File: src/rtl/serializer_arbiter.sv
// Round-robin transmit scheduler: shares one serializer between N_CH
// requesters, holds the granted word, pulses new-data once, then follows
// the serializer's ready line through busy and back to idle.
module serializer_arbiter #(
  parameter int N_CH       = 4,
  parameter int TXN_SZ     = 8,
  parameter int GAP_CYCLES = 0,
  parameter int TIMEOUT    = 4,
  localparam int GW        = (N_CH > 1) ? $clog2(N_CH) : 1
) (
  input  logic                     clock,
  input  logic                     reset,
  input  logic [N_CH-1:0]          req,
  input  logic [N_CH*TXN_SZ-1:0]   data,
  output logic [N_CH-1:0]          ack,
  output logic [TXN_SZ-1:0]        ser_data,
  output logic                     ser_nd,
  input  logic                     ser_rdy,
  output logic [GW-1:0]            grant_id,
  output logic                     busy,
  output logic                     err
);

  // One counter serves both the handshake timeout and the inter-frame gap,
  // so it is sized for whichever reload value is larger.
  localparam int CMAX     = (TIMEOUT > GAP_CYCLES) ? TIMEOUT : GAP_CYCLES;
  localparam int CW       = (CMAX > 1) ? $clog2(CMAX + 1) : 1;
  localparam int GAP_LOAD = (GAP_CYCLES > 0) ? GAP_CYCLES - 1 : 0;

  typedef enum logic [2:0] {
    IDLE,
    ISSUE,
    WAIT_BUSY,
    WAIT_DONE,
    GAP
  } state_t;

  state_t              state;
  state_t              next_state;
  logic [GW-1:0]       ptr;
  logic [CW-1:0]       cnt;
  logic                win_valid;
  logic [GW-1:0]       win_id;
  logic [TXN_SZ-1:0]   words [N_CH];

  // Unpack the flat data bus into one word per channel.
  always_comb begin
    for (int i = 0; i < N_CH; i++) begin
      words[i] = data[i*TXN_SZ +: TXN_SZ];
    end
  end

  // Pick the first asserted request after the last winner, wrapping round.
  always_comb begin
    int            idx;
    logic [GW-1:0] cand;
    win_valid = 1'b0;
    win_id    = '0;
    idx       = 0;
    cand      = '0;
    for (int k = 1; k <= N_CH; k++) begin
      idx = int'(ptr) + k;
      if (idx >= N_CH) begin
        idx = idx - N_CH;
      end
      cand = GW'(idx);
      if (!win_valid && req[cand]) begin
        win_valid = 1'b1;
        win_id    = cand;
      end
    end
  end

  // State register; reset wins even in the middle of a frame.
  always_ff @(posedge clock) begin
    if (reset) begin
      state <= IDLE;
    end else begin
      state <= next_state;
    end
  end

  // Next-state decode for the grant / handshake sequence.
  always_comb begin
    next_state = state;
    case (state)
      IDLE: begin
        if (ser_rdy && win_valid) begin
          next_state = ISSUE;
        end
      end
      ISSUE: begin
        next_state = WAIT_BUSY;
      end
      WAIT_BUSY: begin
        if (!ser_rdy) begin
          next_state = WAIT_DONE;
        end else if (cnt == '0) begin
          next_state = IDLE;
        end
      end
      WAIT_DONE: begin
        if (ser_rdy) begin
          next_state = (GAP_CYCLES > 0) ? GAP : IDLE;
        end
      end
      GAP: begin
        if (cnt == '0) begin
          next_state = IDLE;
        end
      end
      default: begin
        next_state = IDLE;
      end
    endcase
  end

  // Registered outputs, rotating pointer and the shared down-counter.
  always_ff @(posedge clock) begin
    if (reset) begin
      ack      <= '0;
      ser_data <= '0;
      grant_id <= '0;
      err      <= 1'b0;
      ptr      <= GW'(N_CH - 1);
      cnt      <= '0;
    end else begin
      ack <= '0;
      case (state)
        IDLE: begin
          if (ser_rdy && win_valid) begin
            ser_data     <= words[win_id];
            grant_id     <= win_id;
            ptr          <= win_id;
            ack[win_id]  <= 1'b1;
          end
        end
        ISSUE: begin
          cnt <= CW'(TIMEOUT - 1);
        end
        WAIT_BUSY: begin
          if (ser_rdy) begin
            if (cnt == '0) begin
              err <= 1'b1;
            end else begin
              cnt <= cnt - CW'(1);
            end
          end
        end
        WAIT_DONE: begin
          if (ser_rdy) begin
            cnt <= CW'(GAP_LOAD);
          end
        end
        GAP: begin
          if (cnt != '0) begin
            cnt <= cnt - CW'(1);
          end
        end
        default: begin
        end
      endcase
    end
  end

  assign busy   = (state != IDLE);
  assign ser_nd = (state == ISSUE);

endmodule

File: config.mk
export PLATFORM = sky130hd
export DESIGN_NAME = serializer_arbiter
export DESIGN_NICKNAME = d
export VERILOG_FILES = /design/src/rtl/serializer_arbiter.sv
export SDC_FILE = /design/constraint.sdc
export NUM_CORES = 1
export LEC_CHECK = 0
export BUFFER_PORTS_ARGS = -buffer_cell sky130_fd_sc_hd__buf_2
export CAP_MARGIN = 20
export CORE_AREA = 5 5 67 54
export DETAILED_ROUTE_END_ITERATION = 7
export DIE_AREA = 0 0 72 59
export GPL_TIMING_DRIVEN = 0
export PLACE_DENSITY = 0.85
export SYNTH_ARGS = -nofsm -noshare
export SYNTH_HDL_FRONTEND = slang
export SYNTH_SLANG_ARGS = --single-unit
File: constraint.sdc
create_clock -name clock -period 2.2 [get_ports clock]
set_input_delay 0.11 -clock clock [delete_from_list [all_inputs] [get_ports clock]]
set_output_delay 0.11 -clock clock [all_outputs]
set_load 0.02 [all_outputs]
; Word-level counts from Yosys, hierarchy flattened
; Cells that the tools add are included.
[op_classes]
n_addsub = 9
magnitude_cmp = 11
n_eq_ne = 9
muxes = 34
bitwise_logic = 3
reduce_logical = 18
[ops]
columns = op, count
row1 = 3-bit two-way mux, 7
row2 = 8-bit binary-select mux with 2-bit select, 1
row3 = 2-bit two-way mux, 8
row4 = 8-bit two-way mux, 2
row5 = 2-bit by 3-bit < comparator with 1-bit output (second input constant), 5
row6 = 3-bit one-hot mux with 5 select lines, 1
row7 = 3-bit >= comparator (second input constant), 4
row8 = 3-bit one-hot mux with 4 select lines, 1
row9 = 2-bit != test (second input constant), 5
row10 = 1-bit two-way mux, 9
row11 = 1-bit binary-select mux with 2-bit select, 4
row12 = 2-bit by 1-bit subtractor with 2-bit output (second input constant), 4
row13 = 2-bit by 2-bit adder with 3-bit output (second input constant), 2
row14 = 3-bit by 2-bit equality test with 1-bit output (second input constant), 2
row15 = 3-bit zero test, 2
row16 = 3-bit nonzero test, 2
row17 = 1-bit logical AND, 5
row18 = 5-bit AND reduction, 1
row19 = 2-bit by 3-bit adder with 4-bit output (second input constant), 1
row20 = 4-bit by 3-bit >= comparator with 1-bit output (second input constant), 1
row21 = 2-bit AND reduction, 2
row22 = 4-bit nonzero test, 1
row23 = 2-bit by 1-bit adder with 3-bit output (second input constant), 1
row24 = 3-bit by 1-bit equality test with 1-bit output (second input constant), 1
row25 = other kinds (9), 12
[totals]
regBits = 23
input_bits = 39
out_inout_bits = 17
word_cells = 91

; Longest topological paths before layout
[logic_depth]
depth_word = 19
mapped_depth = 8

; Worst setup path before layout
; Ideal clock, no wire load.
[synth_path]
kind = reg2reg
from = register state[2]
to = register ser_data[0]
setup_ns = 0.141
arrival_ns = 1.486
t_required_ns = 2.059
setup_slack_ns = 0.572
stages_incl_launch_ff = 7
path_buffers = 1
period_less_slack_ns = 1.628
cell_sequence = dfxtp_1 > clkbuf_1 > nor2b_1 > nand3_2 > nor2_1 > o211a_1 > a211oi_1
[synth_via]
elab_chain_len = 2
[synth_lines]
columns = item, line
row1 = start: declaration, 38  ; state_t state;
row2 = start signal: assignment, 79  ; state <= next_state;
row3 = 3-bit zero test, 129  ; case (state)
row4 = 2-bit AND reduction (no source line), n/a
row5 = end signal: assignment, 132  ; ser_data <= words[win_id];
row6 = end: declaration, 16  ; output logic [TXN_SZ-1:0] ser_data,
; Every way passes these cells.
; A chain may end at the register's enable or synchronous reset.

; Final worst setup path
[layout_path]
from = register state[2]
to = register ser_data[7]
; The elaborated chain is that of the path after synthesis.

==> impl_metrics.yaml <==
timing:
  worst_slack_ns: 0.272
  final.setup.tns_ns: 0
  hold_ws_ns: 0.163
  fin_crit_sh_pct: 87.6
  fmax_mhz: 519
  skew_ns: 0.00160
  fin_crit_ns: 1.93
  max_slew_margin_pct: 54.2
  rsz0062_at_grt: "no"
  setup_violations: 0
  hold_viol: 0
  worst_slew_pin_slew_ns: 0.682
  slew_viol_final: 0
logic_synthesis:
  synth_compound_area_share_pct: 25.3
  yosys.area_share.adder_pct: 1.95
  syn_area_per_cell_um2: 8.68
  synth_xor_area_share_pct: 0
  synth_top_family_by_area: "compound AO/OA/AOI/OAI gates"
  yosys.area_share.simple_pct: 22.2
  synth_cells: 148
  yosys_warnings: 0
  yosys_register_bits: 23
  synth-seq-area-share_pct: 35.8
  synthesis.area_mm2: 0.00128
  synth_mux_area_share_pct: 7.79
  synth_nets: 189
  synth_cell_types: 34
clock_network:
  cts.sinks: 23
  cts_tree: "built"
  postCtsSetupBuffers: 0
  numCtsBuffers: 3
  insertion_delay_ns: 0.27
  clockBufferDepth: 2
  clkTransAtPathRegs_ns: 0.08
  htreeDepth: 1
  cts_root_buffer: "clkbuf_8"
worst_setup_path:
  cp.buffers_inverters: 1
  critical_path_arrival_ns: 2.05
  critical_path.max_fanout: 10
  r2r-end: "ser_data[7]"
  start_kind: "register"
  cp_num_cells: 5
  crit_chain: "clkbuf_1 -> nor2b_1 -> nand3_2 -> nor2_1 -> a211oi_1"
  critPathSlowestCell: "nor2_1"
  crit_path_end_kind: "register"
  slowest_delay_ns: 0.53
  r2r_slack_ns: 0.27
  required_ns: 2.32
  reg2regPathDepth: 5
  crit_type: "reg -> reg"
  cp_top_family: "simple AND/OR/NAND/NOR gates"
  r2r_start: "state[2]"
finish:
  nets: 249
  layout_commonest_cell: "buf_2"
  drive_gt1_share_pct: 30.9
  finalCoreUtilization_pct: 58.1
  diodes: 0
  syn_to_final_growth_pct: 28.8
  fin_area_mm2: 0.00166
  fillCellCount: 266
  layout_common_cells: "57 x buf_2, 23 x dfxtp_1, 15 x nor2_1, 11 x inv_1, 10 x mux2i_1"
placement:
  pre_cts_slack_ns: 0.166
  dp_hpwl_mm: 2.70
  postPlaceCellArea_mm2: 0.00161
  gp_congestion: 0.824
  portBuffers: 55
detailed_routing:
  routed_wl_mm: 3.49
  drtIter0Drc: 83
  route.detailed.drc: 0
  first_pass_iters: 4
  via_count: 1324
  vias_per_cell: 5.40
  ant_nets: 0
  wl_per_cell_um: 14.2
power_and_ir_drop:
  power_density_mw_per_mm2: 679
  p_leak_nw: 0.876
  irDropWorstVdd_uv: 382
run_status:
  status: "complete, no violations"
grt:
  grt_usage_pct: 17.3
  use_met3_pct: 3.90
  top_usage_layer: "met2"
  antenna_found_initial: 0
  met2_usage_pct: 27.9
  grtUsageMet1_pct: 22.5
  grt-ovfl-total: 0
  grt_max_degree: 13
  grt_pass1_wl_mm: 5.75
  grt_pass1_vias: 1250
min_path:
  worstHoldStart: "reset"
  min_to: "ser_data[3]"
  hold_depth: 3
  hold_path.class: "in -> reg"
floorplan:
  dieHeight_um: 59
  row_count: 17
  dieWidth_um: 72
  die_area_mm2: 0.00425
  initial_core_util_pct: 45.1
  core_mm2: 0.00285
  io_pins: 56
job:
  cap_violations: 0
## timing repair
action	CTS	global route
endpoints found under the setup margin	0	8
resized for setup	0	1
hold buffers	0	0
## sequential cells by signal (all words and copies together) (netlist names)
name and count:
ser_data 8, err 1, cnt 3, ack 4, grant_id 2, ptr 2
state 3
## power by group
group          switching [mW]  leakage [nW]  internal [mW]
Clock                   0.135        0.0228          0.130
Sequential             0.0297         0.189          0.460
Combinational           0.214         0.664          0.156
## kinds of logic after synthesis
kind of cell | Yosys count
adders and majority gates | 2
DFF | 23
buffers and inverters | 19
muxes | 10
AOI/OAI and AO/OA | 41
and+or+nand+nor | 53
## stage by stage
stage	total power [mW]	instances
after floorplan	0.746	148
after global placement	0.854	241
after detailed placement	0.865	241
after CTS	1.12	245
after global routing	1.19	245
final	1.12	245
## final cells by class
type | count | area (µm²) | area share (%)
multi-input combinational | 106 | 738 | 44.6
sequential | 23 | 460 | 27.8
timing repair buffer | 55 | 275 | 16.6
buffer | 8 | 47.5 | 2.87
tap | 38 | 47.5 | 2.87
clock buffer | 4 | 45.0 | 2.72
inverter | 11 | 41.3 | 2.49
## cells in the mapped netlist
cell,n,area (µm²)
a21bo_1,1,10.0
nor2_1,16,60.1
nor3_1,5,25.0
clkbuf_1,4,15.0
nand3_1,1,5.00
a21o_1,1,7.51
buf_2,2,10.0
o22a_1,1,8.76
nor2b_1,3,18.8
a311oi_1,1,8.76
o21ai_1,1,5.00
o211ai_1,1,7.51
nor4_1,6,37.5
o21bai_1,9,67.6
a21oi_1,4,20.0
a211oi_1,8,60.1
nor3b_1,1,7.51
inv_1,11,41.3
or2_1,1,6.26
dfxtp_1,23,460
mux2i_1,10,100
and3_1,3,18.8
nand2b_1,5,31.3
or4_1,1,7.51
a311o_1,1,10.0
nand4_1,8,50.1
a31oi_1,2,12.5
o211a_1,9,90.1
ha_1,2,25.0
nand3_2,1,10.0
a211o_1,1,8.76
buf_6,2,22.5
nand2_1,2,7.51
a41oi_1,1,8.76
## worst reg2reg max path: stages (launching register included)
cell and delay (ns):
dfxtp_1 0.31, clkbuf_1 0.20, nor2b_1 0.32, nand3_2 0.25, nor2_1 0.53, a211oi_1 0.17
## metal layers
layer / up-vias / wire length, µm
met4: 0 / 38
met1: 625 / 1590
li1: 668 / -
met5: - / 0
met2: 27 / 1680
met3: 4 / 178
## worst max path at each step
stage	start	to	slack [ns]
floorplan	state[2]	ser_data[0]	0.57
global placement	state[2]	ser_data[4]	0.21
detailed placement	state[2]	ser_data[4]	0.17
CTS	state[2]	ser_data[4]	0.12
global route	state[2]	ser_data[0]	0.06
finish	state[2]	ser_data[7]	0.27
Note: power is estimated with default switching activity, not from simulation.
